<file path="src/rtl/mem_port_arbiter.sv">
// -----------------------------------------------------------------------------
// mem_port_arbiter
// Shares one memory port between instruction fetch (requester 0) and
// load/store (requester 1). Round-robin grant, latches the winner's request
// onto the port, holds it until mem_ready or timeout, then pulses done/err.
//
// Ports:
//   clk, rst_n            clock, synchronous active-low reset
//   reqN_valid/addr/      request from requester N (held until own done/err)
//   wdata/we
//   doneN, errN           one-cycle completion / timeout pulse to requester N
//   rdata                 registered read data, valid with doneN
//   mem_sel               2:1 select of the granted requester
//   mem_valid             access active on the port
//   mem_addr/wdata/we     latched request fields driven to memory
//   mem_ready, mem_rdata  memory completion and read data
// -----------------------------------------------------------------------------
module mem_port_arbiter #(
   parameter int DATA_W  = 32,
   parameter int ADDR_W  = 32,
   parameter int TIMEOUT = 16
) (
   input  logic              clk,
   input  logic              rst_n,
   input  logic              req0_valid,
   input  logic [ADDR_W-1:0] req0_addr,
   input  logic [DATA_W-1:0] req0_wdata,
   input  logic              req0_we,
   input  logic              req1_valid,
   input  logic [ADDR_W-1:0] req1_addr,
   input  logic [DATA_W-1:0] req1_wdata,
   input  logic              req1_we,
   output logic              done0,
   output logic              done1,
   output logic              err0,
   output logic              err1,
   output logic [DATA_W-1:0] rdata,
   output logic              mem_sel,
   output logic              mem_valid,
   output logic [ADDR_W-1:0] mem_addr,
   output logic [DATA_W-1:0] mem_wdata,
   output logic              mem_we,
   input  logic              mem_ready,
   input  logic [DATA_W-1:0] mem_rdata
);

   localparam int TW = $clog2(TIMEOUT);

   typedef enum logic [1:0] {IDLE, BUSY, RESP} state_t;

   state_t              state_q, state_d;
   logic                last_q, last_d;
   logic [TW-1:0]       timer_q, timer_d;
   logic                is_err_q, is_err_d;
   logic                sel_q, sel_d;
   logic                valid_q, valid_d;
   logic [ADDR_W-1:0]   addr_q, addr_d;
   logic [DATA_W-1:0]   wdata_q, wdata_d;
   logic                we_q, we_d;
   logic [DATA_W-1:0]   rdata_q, rdata_d;

   logic                grant_vld;
   logic                grant_sel;
   logic                timer_expired;

   // On a tie the requester that did not win last time goes next; otherwise
   // whichever single requester is valid wins.
   assign grant_vld     = req0_valid | req1_valid;
   assign grant_sel     = (req0_valid & req1_valid) ? ~last_q : req1_valid;
   assign timer_expired = (timer_q == TW'(TIMEOUT - 1));

   // State register
   always_ff @(posedge clk) begin
      if (!rst_n) begin
         state_q  <= IDLE;
         last_q   <= 1'b1;
         timer_q  <= '0;
         is_err_q <= 1'b0;
         sel_q    <= 1'b0;
         valid_q  <= 1'b0;
         addr_q   <= '0;
         wdata_q  <= '0;
         we_q     <= 1'b0;
         rdata_q  <= '0;
      end else begin
         state_q  <= state_d;
         last_q   <= last_d;
         timer_q  <= timer_d;
         is_err_q <= is_err_d;
         sel_q    <= sel_d;
         valid_q  <= valid_d;
         addr_q   <= addr_d;
         wdata_q  <= wdata_d;
         we_q     <= we_d;
         rdata_q  <= rdata_d;
      end
   end

   // Next-state logic
   always_comb begin
      state_d  = state_q;
      last_d   = last_q;
      timer_d  = timer_q;
      is_err_d = is_err_q;
      sel_d    = sel_q;
      valid_d  = valid_q;
      addr_d   = addr_q;
      wdata_d  = wdata_q;
      we_d     = we_q;
      rdata_d  = rdata_q;
      case (state_q)
         IDLE: begin
            if (grant_vld) begin
               sel_d   = grant_sel;
               last_d  = grant_sel;
               addr_d  = grant_sel ? req1_addr  : req0_addr;
               wdata_d = grant_sel ? req1_wdata : req0_wdata;
               we_d    = grant_sel ? req1_we    : req0_we;
               timer_d = '0;
               valid_d = 1'b1;
               state_d = BUSY;
            end
         end
         BUSY: begin
            // mem_ready takes priority over a timeout landing in the same cycle
            if (mem_ready) begin
               rdata_d  = mem_rdata;
               is_err_d = 1'b0;
               valid_d  = 1'b0;
               state_d  = RESP;
            end else if (timer_expired) begin
               is_err_d = 1'b1;
               valid_d  = 1'b0;
               state_d  = RESP;
            end else begin
               timer_d = timer_q + 1'b1;
            end
         end
         RESP: begin
            state_d = IDLE;
         end
         default: begin
            state_d = IDLE;
         end
      endcase
   end

   // Output logic
   always_comb begin
      done0     = (state_q == RESP) && !is_err_q && !sel_q;
      done1     = (state_q == RESP) && !is_err_q &&  sel_q;
      err0      = (state_q == RESP) &&  is_err_q && !sel_q;
      err1      = (state_q == RESP) &&  is_err_q &&  sel_q;
      rdata     = rdata_q;
      mem_sel   = sel_q;
      mem_valid = valid_q;
      mem_addr  = addr_q;
      mem_wdata = wdata_q;
      mem_we    = we_q;
   end

endmodule

</file>
<file path="config.mk">
export PLATFORM = sky130hd
export DESIGN_NAME = mem_port_arbiter
export DESIGN_NICKNAME = d
export VERILOG_FILES = /design/src/rtl/mem_port_arbiter.sv
export SDC_FILE = /design/constraint.sdc
export NUM_CORES = 1
export LEC_CHECK = 0
export ABC_AREA = 0
export BUFFER_PORTS_ARGS = -buffer_cell sky130_fd_sc_hd__buf_2
export CAP_MARGIN = 20
export CELL_PAD_IN_SITES_DETAIL_PLACEMENT = 1
export CELL_PAD_IN_SITES_GLOBAL_PLACEMENT = 1
export CORE_MARGIN = 2
export CORE_UTILIZATION = 33
export CTS_CLUSTER_DIAMETER = 30
export DETAILED_ROUTE_END_ITERATION = 16
export PLACE_DENSITY = 0.92
export SYNTH_ARGS = -nofsm -noshare
export SYNTH_HDL_FRONTEND = slang
export SYNTH_SLANG_ARGS = --single-unit
</file>
<file path="constraint.sdc">
create_clock -name clk -period 2.45 [get_ports clk]
set_input_delay 0.735 -clock clk [delete_from_list [all_inputs] [get_ports clk]]
set_output_delay 0.735 -clock clk [all_outputs]
set_load 0.02 [all_outputs]
</file>
==> key figures <==
Run status
  – Status: complete, no violations

Finish
  – Area occupied by registers: 0.00214 sq mm
  – FILL cells: 1663
  – Final Util: 47.1%
  – Layout cell share with drive strength beyond 1: 40.0%
  – Antenna diodes: 0
  – Multi-input logic area: 0.00208 sq mm
  – Non-Filler Instances: 911
  – Layout area overhead: 39.8%
  – Layout Nets: 899

Power
  – Total power draw: 4490 uW
  – Pleak: 0.00299 uW
  – Switching share of power: 28.8%
  – Pwr Density: 723 mW/mm^2
  – Combinational share of power: 21.5%
  – Clk pwr share: 34.5%
  – Register share of total power: 44.0%
  – Int Power: 3200 uW
  – Worst vdd ir: 0.265 mV
  – Sw power: 1290 uW

Placed design
  – Dpl hpwl: 10800 um
  – I/O Buffers: 269
  – GPL Wtd Cong: 0.754
  – Placed cell count: 896

Floorplan
  – Core Region: 0.0132 sq mm
  – Rows: 42
  – Die Y: 120 um
  – Die W: 120 um
  – Die area: 0.0144 sq mm
  – Ports: 270
  – Initial core utilization: 33.7%

Timing
  – Fmax: 459 MHz
  – Clk_skew: 7.81 ps
  – Final setup viols: 0
  – RSZ-0062 raised after global routing: false
  – Final period util: 88.9%
  – Slew Limit Fails: 0
  – Slew @ Worst Pin: 575 ps
  – Worst slew margin: 61.4%
  – Fin. Hold Viols: 0
  – Clock period minus worst slack: 2180 ps
  – Total Neg Setup Slack: 0 ps

Detailed routing
  – M1 WL: 5490 um
  – DR top layer: met4
  – DRT iter0 DRCs: 195
  – Vias per inst: 4.88
  – Via count: 4448
  – Detail Route met2 WL: 7150 um
  – Antenna Nets Post-Route: 0
  – DR WL met3: 1080 um
  – Post-route DRC: 0
  – WL final: 14100 um
  – WL per Instance: 15.4 um
  – Drt pass-1 iters: 4

Synth
  – Adder-cell share of the synthesized area: 0.282%
  – Count leader, synth: dfxtp_1
  – Cell taking the most area after synthesis: dfxtp_1
  – Largest family of logic cells by synthesized area: compound AO/OA/AOI/OAI gates
  – Post-Syn Area: 0.00444 sq mm
  – Async SR Flop Fraction: 0%
  – Synth Instances: 483
  – Simple-gate portion of the synthesized area: 8.95%
  – Top-area cell type share of the netlist area: 48.2%
  – Post-synthesis compound-gate area fraction: 22.3%
  – Unique masters post-synth: 33
  – Commonest cells post-synth: 107 x dfxtp_1, 73 x nand2_1, 67 x a21oi_1
  – Post-Syn Nets: 651
  – Yosys reg bits: 107
  – Synth Area per Inst: 9.20 sq um
  – Post-synth EDFFs: 0
  – Ys flop type: dfxtp_1
  – Synth Area in XOR/XNOR: 0.197%
  – Sequential-to-total area share from yosys stat: 48.2%
  – Yosys warning count: 0
  – Proportion of synthesized area in mux cells: 14.6%
  – Synth top area cells: dfxtp_1 48%, mux2i_1 15%, a21oi_1 7.5%, nand2_1 6.2%, o21ai_0 6.0%

CTS
  – Clock transition at path regs: 70 ps
  – CTS tree: built
  – Post-CTS Hold Buffers: 0
  – Post-CTS sizing: 0
  – H-tree levels: 3
  – Clk_lat worst skew: 340 ps
  – CTS Root Cell: clkbuf_16
  – CTS buffer count: 9
  – Post-CTS Setup Bufs: 0
  – Clock sink count: 107
  – CTS max path bufs: 2

Critical path
  – CP startpoint: state_q[1]$_SDFFE_PN0P_
  – CP arrival: 1440 ps
  – CP endpoint kind: output port
  – Worst setup SP type: flip-flop
  – Critical path, cell by cell: nor2b_1 -> nand2_1 -> nor2_1 -> buf_2
  – Critical path class: reg -> out
  – Worst R2R Path Depth: 5
  – CP max FO: 4
  – Slowest CP cell: dfxtp_1
  – CP required: 1710 ps
  – RR Startpoint: state_q[1]$_SDFFE_PN0P_
  – Setup slack, reg-to-reg: 870 ps
  – FF-to-FF End: mem_addr[3]$_SDFFE_PN0P_
  – Max incr delay on CP: 350 ps

Global route
  – Aggregate global routing overflow: 0
  – First-pass GRT wire length: 22300 um
  – Initial antenna violation count: 0
  – Largest net degree at the start of global routing: 67
  – Gr usage total: 19.3%
  – Vias in the first global route: 4611

Run
  – Number of max-cap violations: 0

Worst hold path
  – Hold wc startpoint: rdata[8]$_SDFFE_PN0P_
  – Hold Crit Depth: 2
  – Class of the worst hold path: reg -> reg
  – Hold endpoint: rdata[8]$_SDFFE_PN0P_
[worst max-delay path by stage]
stage	slack, ps	to
floorplan	650	done0
global placement	580	mem_wdata[5]$_SDFFE_PN0P_
detailed placement	520	mem_addr[28]$_SDFFE_PN0P_
CTS	230	done1
global route	210	done0
finish	270	done1
[cells by family after synthesis]
logic type,count (synthesis)
xor gates and xnor gates,1
buffers and inverters,40
adders and majority gates,1
and+or+nand+nor,94
AOI/OAI and AO/OA,175
muxes,65
DFF,107
[metal layers]
layer	vias up	global-route usage [%]
met3	24	5.23
li1	2191	-
met4	0	7.94
met2	189	35.1
met5	-	0
met1	2044	21.1
[critical path: cells and delay by family (launching register included)]
family	cells	cell delay, ps
flops	1	350
buf+inv	1	200
simple gates	3	550
[through the flow]
step | hold WS [ps] | worst slack [ps] | instance area (sq um)
2_1_floorplan | 460 | 651 | 4440
3_3_place_gp | 439 | 578 | 5890
3_5_place_dp | 444 | 519 | 5890
4_1_cts | 454 | 234 | 6210
5_1_grt | 471 | 207 | 6210
6_report | 453 | 272 | 6210
[sequential cells by signal, summed over array words and instances (netlist names)]
register	cells
is_err_q	1
last_q	1
mem_addr	32
mem_sel	1
mem_valid	1
mem_wdata	32
mem_we	1
rdata	32
state_q	2
timer_q	4
[cell type report]
type / count / share of cell area [%]
clock buffers: 11 / 3.91
clock inverters: 4 / 1.19
multi-input cells: 336 / 33.4
well taps: 176 / 3.55
repair buffers: 277 / 23.4
flip-flops and latches: 107 / 34.5
[layout by cell type (no fill, tap or decap), types with 2 or more instances in the layout]
cell / n
a21boi_1: 31
a21oi_1: 67
and2_1: 2
a21boi_0: 3
nor3b_1: 2
clkbuf_16: 9
nand2_1: 73
dfxtp_1: 107
nand2b_1: 2
o21ai_0: 53
nand3_1: 7
mux2i_1: 65
bufinv_16: 2
buf_12: 4
nor2_1: 3
buf_4: 4
o21ai_1: 13
buf_2: 269
[power by group through the flow]
stage / Clock, uW / Sequential (uW) / Combinational [uW]
after floorplan: 0 / 2200 / 404
after global placement: 0 / 2010 / 946
after detailed placement: 0 / 2020 / 973
after CTS: 1600 / 1980 / 977
after global routing: 1670 / 2000 / 1050
final: 1550 / 1980 / 965
(Power assumes the default switching activity.)
